==> config.mk <==
export PLATFORM = sky130hd
export DESIGN_NAME = pf_ram_arbiter
export DESIGN_NICKNAME = d
export VERILOG_FILES = /design/src/rtl/pf_ram_arbiter.sv
export SDC_FILE = /design/constraint.sdc
export NUM_CORES = 1
export LEC_CHECK = 0
export ABC_AREA = 0
export BUFFER_PORTS_ARGS = -buffer_cell sky130_fd_sc_hd__buf_2
export CAP_MARGIN = 20
export CORE_UTILIZATION = 45
export DETAILED_ROUTE_END_ITERATION = 12
export PLACE_DENSITY = 0.72
export SLEW_MARGIN = 20
export SYNTH_ARGS = -nofsm -noshare
export SYNTH_HDL_FRONTEND = slang
export SYNTH_SLANG_ARGS = --single-unit
==> constraint.sdc <==
create_clock -name clk_12mhz -period 2.2 [get_ports clk_12mhz]
set_input_delay 0.22 -clock clk_12mhz [delete_from_list [all_inputs] [get_ports clk_12mhz]]
set_output_delay 0.22 -clock clk_12mhz [all_outputs]
set_load 0.01 [all_outputs]
==> src/rtl/pf_ram_arbiter.sv <==
// Playfield RAM arbiter: shares the single-port synchronous playfield RAM
// between the video tile fetcher (default winner) and the 6502 CPU.
// Pipeline: capture -> issue (RAM address regs) -> RAM access -> return.
// A starvation counter forces a CPU slot after STARVE_LIMIT lost arbitrations.
module pf_ram_arbiter #(
    parameter int unsigned AW           = 10,
    parameter int unsigned DW           = 8,
    parameter int unsigned STARVE_LIMIT = 4
) (
    input  logic          clk_12mhz,
    input  logic          reset,
    input  logic          vid_req,
    input  logic [AW-1:0] vid_addr,
    output logic [DW-1:0] vid_data,
    output logic          vid_valid,
    output logic          vid_overrun,
    input  logic          cpu_req,
    input  logic          cpu_we,
    input  logic [AW-1:0] cpu_addr,
    input  logic [DW-1:0] cpu_wdata,
    output logic [DW-1:0] cpu_rdata,
    output logic          cpu_ack,
    output logic [AW-1:0] ram_addr,
    output logic          ram_we,
    output logic [DW-1:0] ram_wdata,
    input  logic [DW-1:0] ram_rdata
);

    typedef enum logic [1:0] {
        TAG_NONE = 2'd0,
        TAG_VID  = 2'd1,
        TAG_CPU  = 2'd2
    } tag_e;

    localparam logic [3:0] WAIT_LIM = 4'(STARVE_LIMIT);

    logic          vid_pend_q,    vid_pend_d;
    logic [AW-1:0] vid_addr_q,    vid_addr_d;
    logic          cpu_pend_q,    cpu_pend_d;
    logic          cpu_we_q,      cpu_we_d;
    logic [AW-1:0] cpu_addr_q,    cpu_addr_d;
    logic [DW-1:0] cpu_wdata_q,   cpu_wdata_d;
    logic [3:0]    cpu_wait_q,    cpu_wait_d;
    tag_e          tag1_q,        tag1_d;
    tag_e          tag2_q,        tag2_d;
    logic [DW-1:0] vid_data_q,    vid_data_d;
    logic          vid_valid_q,   vid_valid_d;
    logic          vid_overrun_q, vid_overrun_d;
    logic [DW-1:0] cpu_rdata_q,   cpu_rdata_d;
    logic          cpu_ack_q,     cpu_ack_d;
    logic [AW-1:0] ram_addr_q,    ram_addr_d;
    logic          ram_we_q,      ram_we_d;
    logic [DW-1:0] ram_wdata_q,   ram_wdata_d;

    logic starved;
    logic issue_cpu;
    logic issue_vid;
    logic cpu_busy;

    // Next-state: arbitration/issue, starvation count, capture, pipeline advance and return
    always_comb begin
        vid_pend_d    = vid_pend_q;
        vid_addr_d    = vid_addr_q;
        cpu_pend_d    = cpu_pend_q;
        cpu_we_d      = cpu_we_q;
        cpu_addr_d    = cpu_addr_q;
        cpu_wdata_d   = cpu_wdata_q;
        cpu_wait_d    = cpu_wait_q;
        tag1_d        = TAG_NONE;
        tag2_d        = tag1_q;
        vid_data_d    = vid_data_q;
        vid_valid_d   = 1'b0;
        vid_overrun_d = vid_overrun_q;
        cpu_rdata_d   = cpu_rdata_q;
        cpu_ack_d     = 1'b0;
        ram_addr_d    = ram_addr_q;
        ram_we_d      = 1'b0;
        ram_wdata_d   = ram_wdata_q;

        // Issue decision uses only the registered pend flags
        starved   = cpu_pend_q && (cpu_wait_q >= WAIT_LIM);
        issue_cpu = cpu_pend_q && (starved || !vid_pend_q);
        issue_vid = vid_pend_q && !issue_cpu;

        if (issue_cpu) begin
            tag1_d      = TAG_CPU;
            cpu_pend_d  = 1'b0;
            ram_addr_d  = cpu_addr_q;
            ram_we_d    = cpu_we_q;
            ram_wdata_d = cpu_wdata_q;
        end else if (issue_vid) begin
            tag1_d     = TAG_VID;
            vid_pend_d = 1'b0;
            ram_addr_d = vid_addr_q;
        end

        if (!cpu_pend_q || issue_cpu) begin
            cpu_wait_d = '0;
        end else if (issue_vid && (cpu_wait_q != '1)) begin
            cpu_wait_d = cpu_wait_q + 4'd1;
        end

        // A slot freed by this edge's video issue can take the new request
        if (vid_req) begin
            if (vid_pend_q && !issue_vid) begin
                vid_overrun_d = 1'b1;
            end else begin
                vid_pend_d = 1'b1;
                vid_addr_d = vid_addr;
            end
        end

        // Only one CPU access exists from capture through its ack cycle
        cpu_busy = cpu_pend_q || (tag1_q == TAG_CPU) || (tag2_q == TAG_CPU) || cpu_ack_q;
        if (cpu_req && !cpu_busy) begin
            cpu_pend_d  = 1'b1;
            cpu_we_d    = cpu_we;
            cpu_addr_d  = cpu_addr;
            cpu_wdata_d = cpu_wdata;
        end

        // cpu_we_q is stable until the ack, so it still describes the returning op
        if (tag2_q == TAG_VID) begin
            vid_valid_d = 1'b1;
            vid_data_d  = ram_rdata;
        end else if (tag2_q == TAG_CPU) begin
            cpu_ack_d = 1'b1;
            if (!cpu_we_q) begin
                cpu_rdata_d = ram_rdata;
            end
        end
    end

    // State registers; asynchronous reset discards in-flight operations
    always_ff @(posedge clk_12mhz or posedge reset) begin
        if (reset) begin
            vid_pend_q    <= 1'b0;
            vid_addr_q    <= '0;
            cpu_pend_q    <= 1'b0;
            cpu_we_q      <= 1'b0;
            cpu_addr_q    <= '0;
            cpu_wdata_q   <= '0;
            cpu_wait_q    <= '0;
            tag1_q        <= TAG_NONE;
            tag2_q        <= TAG_NONE;
            vid_data_q    <= '0;
            vid_valid_q   <= 1'b0;
            vid_overrun_q <= 1'b0;
            cpu_rdata_q   <= '0;
            cpu_ack_q     <= 1'b0;
            ram_addr_q    <= '0;
            ram_we_q      <= 1'b0;
            ram_wdata_q   <= '0;
        end else begin
            vid_pend_q    <= vid_pend_d;
            vid_addr_q    <= vid_addr_d;
            cpu_pend_q    <= cpu_pend_d;
            cpu_we_q      <= cpu_we_d;
            cpu_addr_q    <= cpu_addr_d;
            cpu_wdata_q   <= cpu_wdata_d;
            cpu_wait_q    <= cpu_wait_d;
            tag1_q        <= tag1_d;
            tag2_q        <= tag2_d;
            vid_data_q    <= vid_data_d;
            vid_valid_q   <= vid_valid_d;
            vid_overrun_q <= vid_overrun_d;
            cpu_rdata_q   <= cpu_rdata_d;
            cpu_ack_q     <= cpu_ack_d;
            ram_addr_q    <= ram_addr_d;
            ram_we_q      <= ram_we_d;
            ram_wdata_q   <= ram_wdata_d;
        end
    end

    assign vid_data    = vid_data_q;
    assign vid_valid   = vid_valid_q;
    assign vid_overrun = vid_overrun_q;
    assign cpu_rdata   = cpu_rdata_q;
    assign cpu_ack     = cpu_ack_q;
    assign ram_addr    = ram_addr_q;
    assign ram_we      = ram_we_q;
    assign ram_wdata   = ram_wdata_q;

endmodule

==> out/results.txt, run 1 <==
Post-DRT Antenna Nets - 0
# Max-Cap Violations - 0
Syn_area_per_cell - 15.4 um2
Critical path required time - 2.44 ns
Compound-Gate Fraction of Synth Area - 5.80%
Hold Vio Cnt, Final - 0
Slew Viols, Final - 0
GRT Util Overall - 18.8%
Syn_nets - 232
Wire per inst - 15.7 um
Die width - 82.7 um
Drt drc - 0
Pwr per Cell Area - 1350 nW/um2
Syn Inst Count - 190
Top post-synthesis cells by area - dfrtp_1 (66%), mux2_2 (20%), o221a_1 (2.7%)
Final HPWL DP - 4010 um
# diodes - 0
Post-synth top flop - dfrtp_1
Unrepaired setup endpoints after global routing - no
Largest net degree at the start of global routing - 45
GR Layer Usage met3 - 4.51%
Ys Warns - 0
Initial core utilization - 46.5%
Met1 Track Usage GR - 24.5%
Clock latency on the worst-skew pair - 0.35 ns
Finished Layout Cells - 362
Seq/Total Area, Yosys - 65.7%
Outcome - finished clean
Top-count cell post-synth - dfrtp_1
Fin util - 57.9%
Number of enable flip-flop cells after synthesis - 0
CTS Buffer Depth - 2
Fill count - 522
Yosys top cell by area - dfrtp_1
Critical Path Fanout Max - 11
Synth Area in XOR/XNOR - 0%
Post-synthesis cell type count - 29
P&R area growth vs syn - 24.6%
Layout Skew - 0.00591 ns
R2r setup slk - 0.45 ns
Placed cell count - 345
Global-route wire length before repair - 9040 um
Clock root buffer - clkbuf_8
Clk sinks - 77
Setup TNS - 0 ns
Crit path launch type - register
Slew @ Worst Pin - 0.677 ns
Setup WS post-layout - 0.454 ns
H-tree Lvls - 3
Die area - 6850 um2
Share of post-route cells with drive strength above 1 - 56.8%
Synth Area in Adders - 0.426%
# Post-CTS Setup Buffers - 0
Cts bufs inserted - 9
Number of synthesized register bits - 77
Tcrit/Tclk final - 79.4%
Port bufs - 78
Critical path class - reg -> reg
Tmin final - 1.75 ns
Grt met2 use - 28.2%
Critical path arrival - 1.98 ns
Synth Area in Simple Gates - 4.52%
Post-synth top cells - dfrtp_1 (77), mux2_2 (53), inv_1 (9), or3_1 (8), o221a_1 (7)
Top-area cell type share of the netlist area - 65.7%
Vias per cell - 5.21
Multiplexer share of the synthesized area - 20.7%
Initial DRC count - 53
Setup WS pre-CTS - 0.413 ns
Remaining Overflow, GRT - 0
CORE AREA - 6310 um2
Fmax - 573 MHz
Die H - 82.7 um
Peak supply drop - 0.691 mV
Largest family of logic cells by synthesized area - multiplexers
Initial antenna violation count - 0
Clock transition at path regs - 0.08 ns
Hold Path Class - in -> reg
DR vias - 1886
LEAKAGE - 0.00173 uW
Gpl congestion - 0.740
Nets - 322
Synth Cell Area - 2930 um2
I/O pins - 79
Synth async-reset ratio - 100%
Core Rows - 29
Top Usage Layer GRT - met2
Routed WL - 5680 um
TritonCTS clock tree - built
Slew HR - 54.8%
Setup violators final - 0
CP endpoint kind - register
First-pass detailed-route iteration total - 4
Vias in the first global route - 1896
[cells in the final DEF (no fill, tap or decap), types with 2 or more instances in the layout]
master	n
clkinv_2	3
clkbuf_8	9
buf_2	78
dfrtp_1	77
nor2b_1	2
nand2_1	2
nor2_1	6
o221a_1	7
inv_1	8
buf_4	6
clkinv_4	3
mux2_2	53
or3_1	8
[per-stage QoR]
step	area [um2]	total power (uW)	hold slack [ns]
after floorplan	2930	3310	0.334
after global placement	3450	3860	0.301
after detailed placement	3450	3930	0.307
after CTS	3650	5000	0.0830
after global routing	3650	5250	0.0950
final	3650	4930	0.0956
[logic make-up after synthesis]
| logic type | count (synthesis) |
|---|---|
| adder cells (fa/ha/maj) | 1 |
| flip-flops | 77 |
| AO/OA/AOI/OAI | 17 |
| AND/OR/NAND/NOR | 24 |
| other | 1 |
| multiplexers | 54 |
| buffers and inverters | 16 |
[layout make-up]
| class | count | area [um2] | share of cell area (%) |
|---|---|---|---|
| clock inverters | 7 | 75.1 | 2.05 |
| well taps | 77 | 96.3 | 2.64 |
| inverters | 9 | 35.0 | 0.959 |
| repair buffers | 86 | 465 | 12.7 |
| clock buffers | 9 | 124 | 3.39 |
| multi-input cells | 97 | 932 | 25.5 |
| flip-flops and latches | 77 | 1930 | 52.7 |
[final timing paths]
path,from,to,cells past startpoint
worst max register to register,tag1_q[1],cpu_addr_q[3],4
min in group asynchronous,reset,cpu_rdata[3],3
worst min register to register,tag1_q[1],tag2_q[1],0
worst max-delay path,tag1_q[1],cpu_addr_q[3],4
max in group asynchronous,reset,tag1_q[0],4
worst min-delay path,vid_addr[6],vid_addr_q[6],2
[power breakdown]
part | total (uW) | internal, uW | switching (uW) | leakage, uW
combinational | 1590 | 867 | 723 | 0.000714
clock | 1050 | 529 | 525 | 0.000104
sequential | 2290 | 1990 | 292 | 0.000911
total | 4930 | 3390 | 1540 | 0.00173
[flip-flops by register name, indices dropped and copies added, names as in the netlist]
signal and count:
cpu_ack 1, cpu_addr_q 10, cpu_pend_q 1, cpu_rdata 8, cpu_wait_q 4, cpu_wdata_q 8
cpu_we_q 1, ram_addr 10, ram_wdata 8, ram_we 1, tag1_q 2, tag2_q 2
vid_addr_q 10, vid_data 8, vid_overrun 1, vid_pend_q 1, vid_valid 1
[per-layer routing]
metal	vias to the layer above	wire [um]	part of all wire [%]
li1	856	-	-
met1	941	2540	45
met2	74	2600	46
met3	15	374	6.6
met4	0	159	2.8
met5	-	0	0
[timing repair]
action,4_1_cts,5_1_grt
hold endpoints to repair,33,0
resized for setup,0,0
hold buffers,1,0
[worst max-delay path, stage by stage, from the launching register on]
cell	delay, ns
dfrtp_1	0.35
inv_1	0.05
o2111ai_2	0.57
buf_4	0.31
mux2_2	0.36
Power figures use the tool's default switching activity.
==> inputs of run 2 (changes only) <==
==> constraint.sdc (replaced) <==
create_clock -name clk_12mhz -period 1.49 [get_ports clk_12mhz]
set_input_delay 0.149 -clock clk_12mhz [delete_from_list [all_inputs] [get_ports clk_12mhz]]
set_output_delay 0.149 -clock clk_12mhz [all_outputs]
set_load 0.01 [all_outputs]
==> out/results.txt, run 2 (synthesis results as in run 1) <==
Routed WL - 5460 um (-3.9%)
Setup TNS - 0 ns (unchanged)
HP Start - cpu_addr[3]
Die H - 82.7 um (unchanged)
Remaining Overflow, GRT - 0 (unchanged)
CTS Buffer Depth - 2 (unchanged)
Global-route wire length before repair - 8630 um (-4.6%)
Drt drc - 0 (unchanged)
Port bufs - 78 (unchanged)
Die width - 82.7 um (unchanged)
Critical path arrival - 1.64 ns (-0.34 ns)
Slew @ Worst Pin - 0.513 ns (-0.164 ns)
Clock transition at path regs - 0.08 ns (about the same)
Fin util - 59.1% (+1.2 points)
Slew Viols, Final - 0 (unchanged)
CP endpoint kind - register
Initial antenna violation count - 0 (unchanged)
Core Rows - 29 (unchanged)
Critical path class - reg -> reg
Most common cell after layout, fill and taps aside - buf_2
P&R area growth vs syn - 27.1%
Largest net degree at the start of global routing - 31 (-31%)
Share of post-route cells with drive strength above 1 - 57.9% (+1.0 points)
I/O pins - 79 (unchanged)
Post-DRT Antenna Nets - 0 (unchanged)
Initial core utilization - 46.5% (unchanged)
CORE AREA - 6310 um2 (unchanged)
R2r setup slk - 0.07 ns (-0.38 ns)
H-tree Lvls - 3 (unchanged)
Tmin final - 1.42 ns (-0.327 ns)
Commonest cells after routing, fill and taps aside - buf_2 (78), dfrtp_1 (77), mux2_2 (53)
# diodes - 0 (unchanged)
Initial DRC count - 67 (+26%)
Outcome - finished clean
Cts bufs inserted - 9 (unchanged)
Fill count - 529 (+1.3%)
Critical path required time - 1.71 ns (-0.73 ns)
Wire per inst - 14.8 um (-5.7%)
Vias per cell - 4.94 (-5.1%)
Gpl congestion - 0.784 (+5.9%)
Peak supply drop - 1.01 mV (+46%)
Clock latency on the worst-skew pair - 0.33 ns (-0.02 ns)
Clock root buffer - clkbuf_8
Setup violators final - 0 (unchanged)
Nets - 330 (+2.5%)
Hold path depth - 2 (unchanged)
DR vias - 1824 (-3.3%)
R2R Path End - vid_addr_q[7]
Hold Vio Cnt, Final - 0 (unchanged)
LEAKAGE - 0.00176 uW (+1.8%)
Cells on worst reg2reg path - 4 (unchanged)
WHS Endpoint - cpu_addr_q[3]
Die area - 6850 um2 (unchanged)
Critical Path Fanout Max - 10 (-1)
Pwr per Cell Area - 1930 nW/um2 (+43%)
Final HPWL DP - 3990 um (-0.42%)
Clk sinks - 77 (unchanged)
# Max-Cap Violations - 0 (unchanged)
Vias in the first global route - 1827 (-3.6%)
Slew HR - 65.7% (+11 points)
Tcrit/Tclk final - 95.3% (+16 points)
First-pass detailed-route iteration total - 4 (unchanged)
Hold Path Class - in -> reg
Unrepaired setup endpoints after global routing - no
Worst r2r src - cpu_pend_q
GRT Util Overall - 17.8% (-1.0 points)
TritonCTS clock tree - built
Crit path launch type - register
Fmax - 704 MHz (+23%)
Layout Skew - 0.00734 ns (+0.00144 ns)
## run 2: changes by cell type in the layout (fill, tap and decap cells not counted)
cell / previous run / this run
clkinv_4: 3 / 0
clkinvlp_4: 0 / 3
buf_4: 6 / 12
clkinv_2: 3 / 1
bufinv_16: 1 / 0
inv_6: 1 / 0
buf_12: 1 / 3
clkbuf_8: 9 / 12
## run 2: worst max-delay path by stage
stage / slack (ns) / to / from
after floorplan: 0.17 / cpu_addr_q[2] / tag2_q[0]
after global placement: 0.11 / ram_wdata[2] / cpu_wait_q[2]
after detailed placement: 0.05 / vid_addr_q[7] / cpu_pend_q
after CTS: 0.03 / vid_addr_q[7] / cpu_pend_q
after global routing: 0.02 / vid_addr_q[7] / cpu_pend_q
final: 0.07 / vid_addr_q[7] / cpu_pend_q
## run 2: layout make-up
class / instances / area [um2] / share of cell area [%]
Timing Repair Buffer: 94 / 551 / 14.8
Inverter: 9 / 37.5 / 1.01
Tap cell: 77 / 96.3 / 2.58
Sequential cell: 77 / 1930 / 51.7
Clock inverter: 3 / 20.0 / 0.537
Multi-Input combinational cell: 97 / 932 / 25.0
Clock buffer: 12 / 165 / 4.43
## run 2: worst max-delay path: stages (launching register included)
cell and delay [ns]:
dfrtp_1 0.48, nand2_1 0.15, o21ai_4 0.19, buf_12 0.15, mux2_2 0.33
## run 2: report_power, final
part	internal (uW)	leakage (uW)	switching [uW]
Sequential	2940	0.000911	446
Combinational	1350	0.000758	1060
Clock	729	0.0000905	692
Total	5020	0.00176	2200
## run 2: metal layers
metal  vias to the layer above  wire [um]  track usage (%)
li1                        860          -                -
met1                       903       2480             23.0
met2                        59       2620             27.8
met3                         2        348             6.15
met4                         0          7             6.21
met5                         -          0                0
## run 2: metrics by stage
stage / power (uW) / cell area (um2) / cells / worst slack, ns / hold WS, ns
detailed placement: 5860 / 3510 / 352 / 0.0487 / 0.212
finish: 7210 / 3730 / 369 / 0.0703 / 0.0428
CTS: 7300 / 3710 / 368 / 0.0325 / 0.0266
global placement: 5750 / 3510 / 352 / 0.108 / 0.211
global route: 7740 / 3730 / 369 / 0.0152 / 0.0229
floorplan: 4880 / 2940 / 190 / 0.171 / 0.263
## run 2: repair_timing
action | CTS | global route
setup endpoints to repair | 0 | 10
hold buffers | 1 | 0
buffers inserted | 0 | 1
gates resized for setup | 0 | 0
hold endpoints to repair | 19 | 0
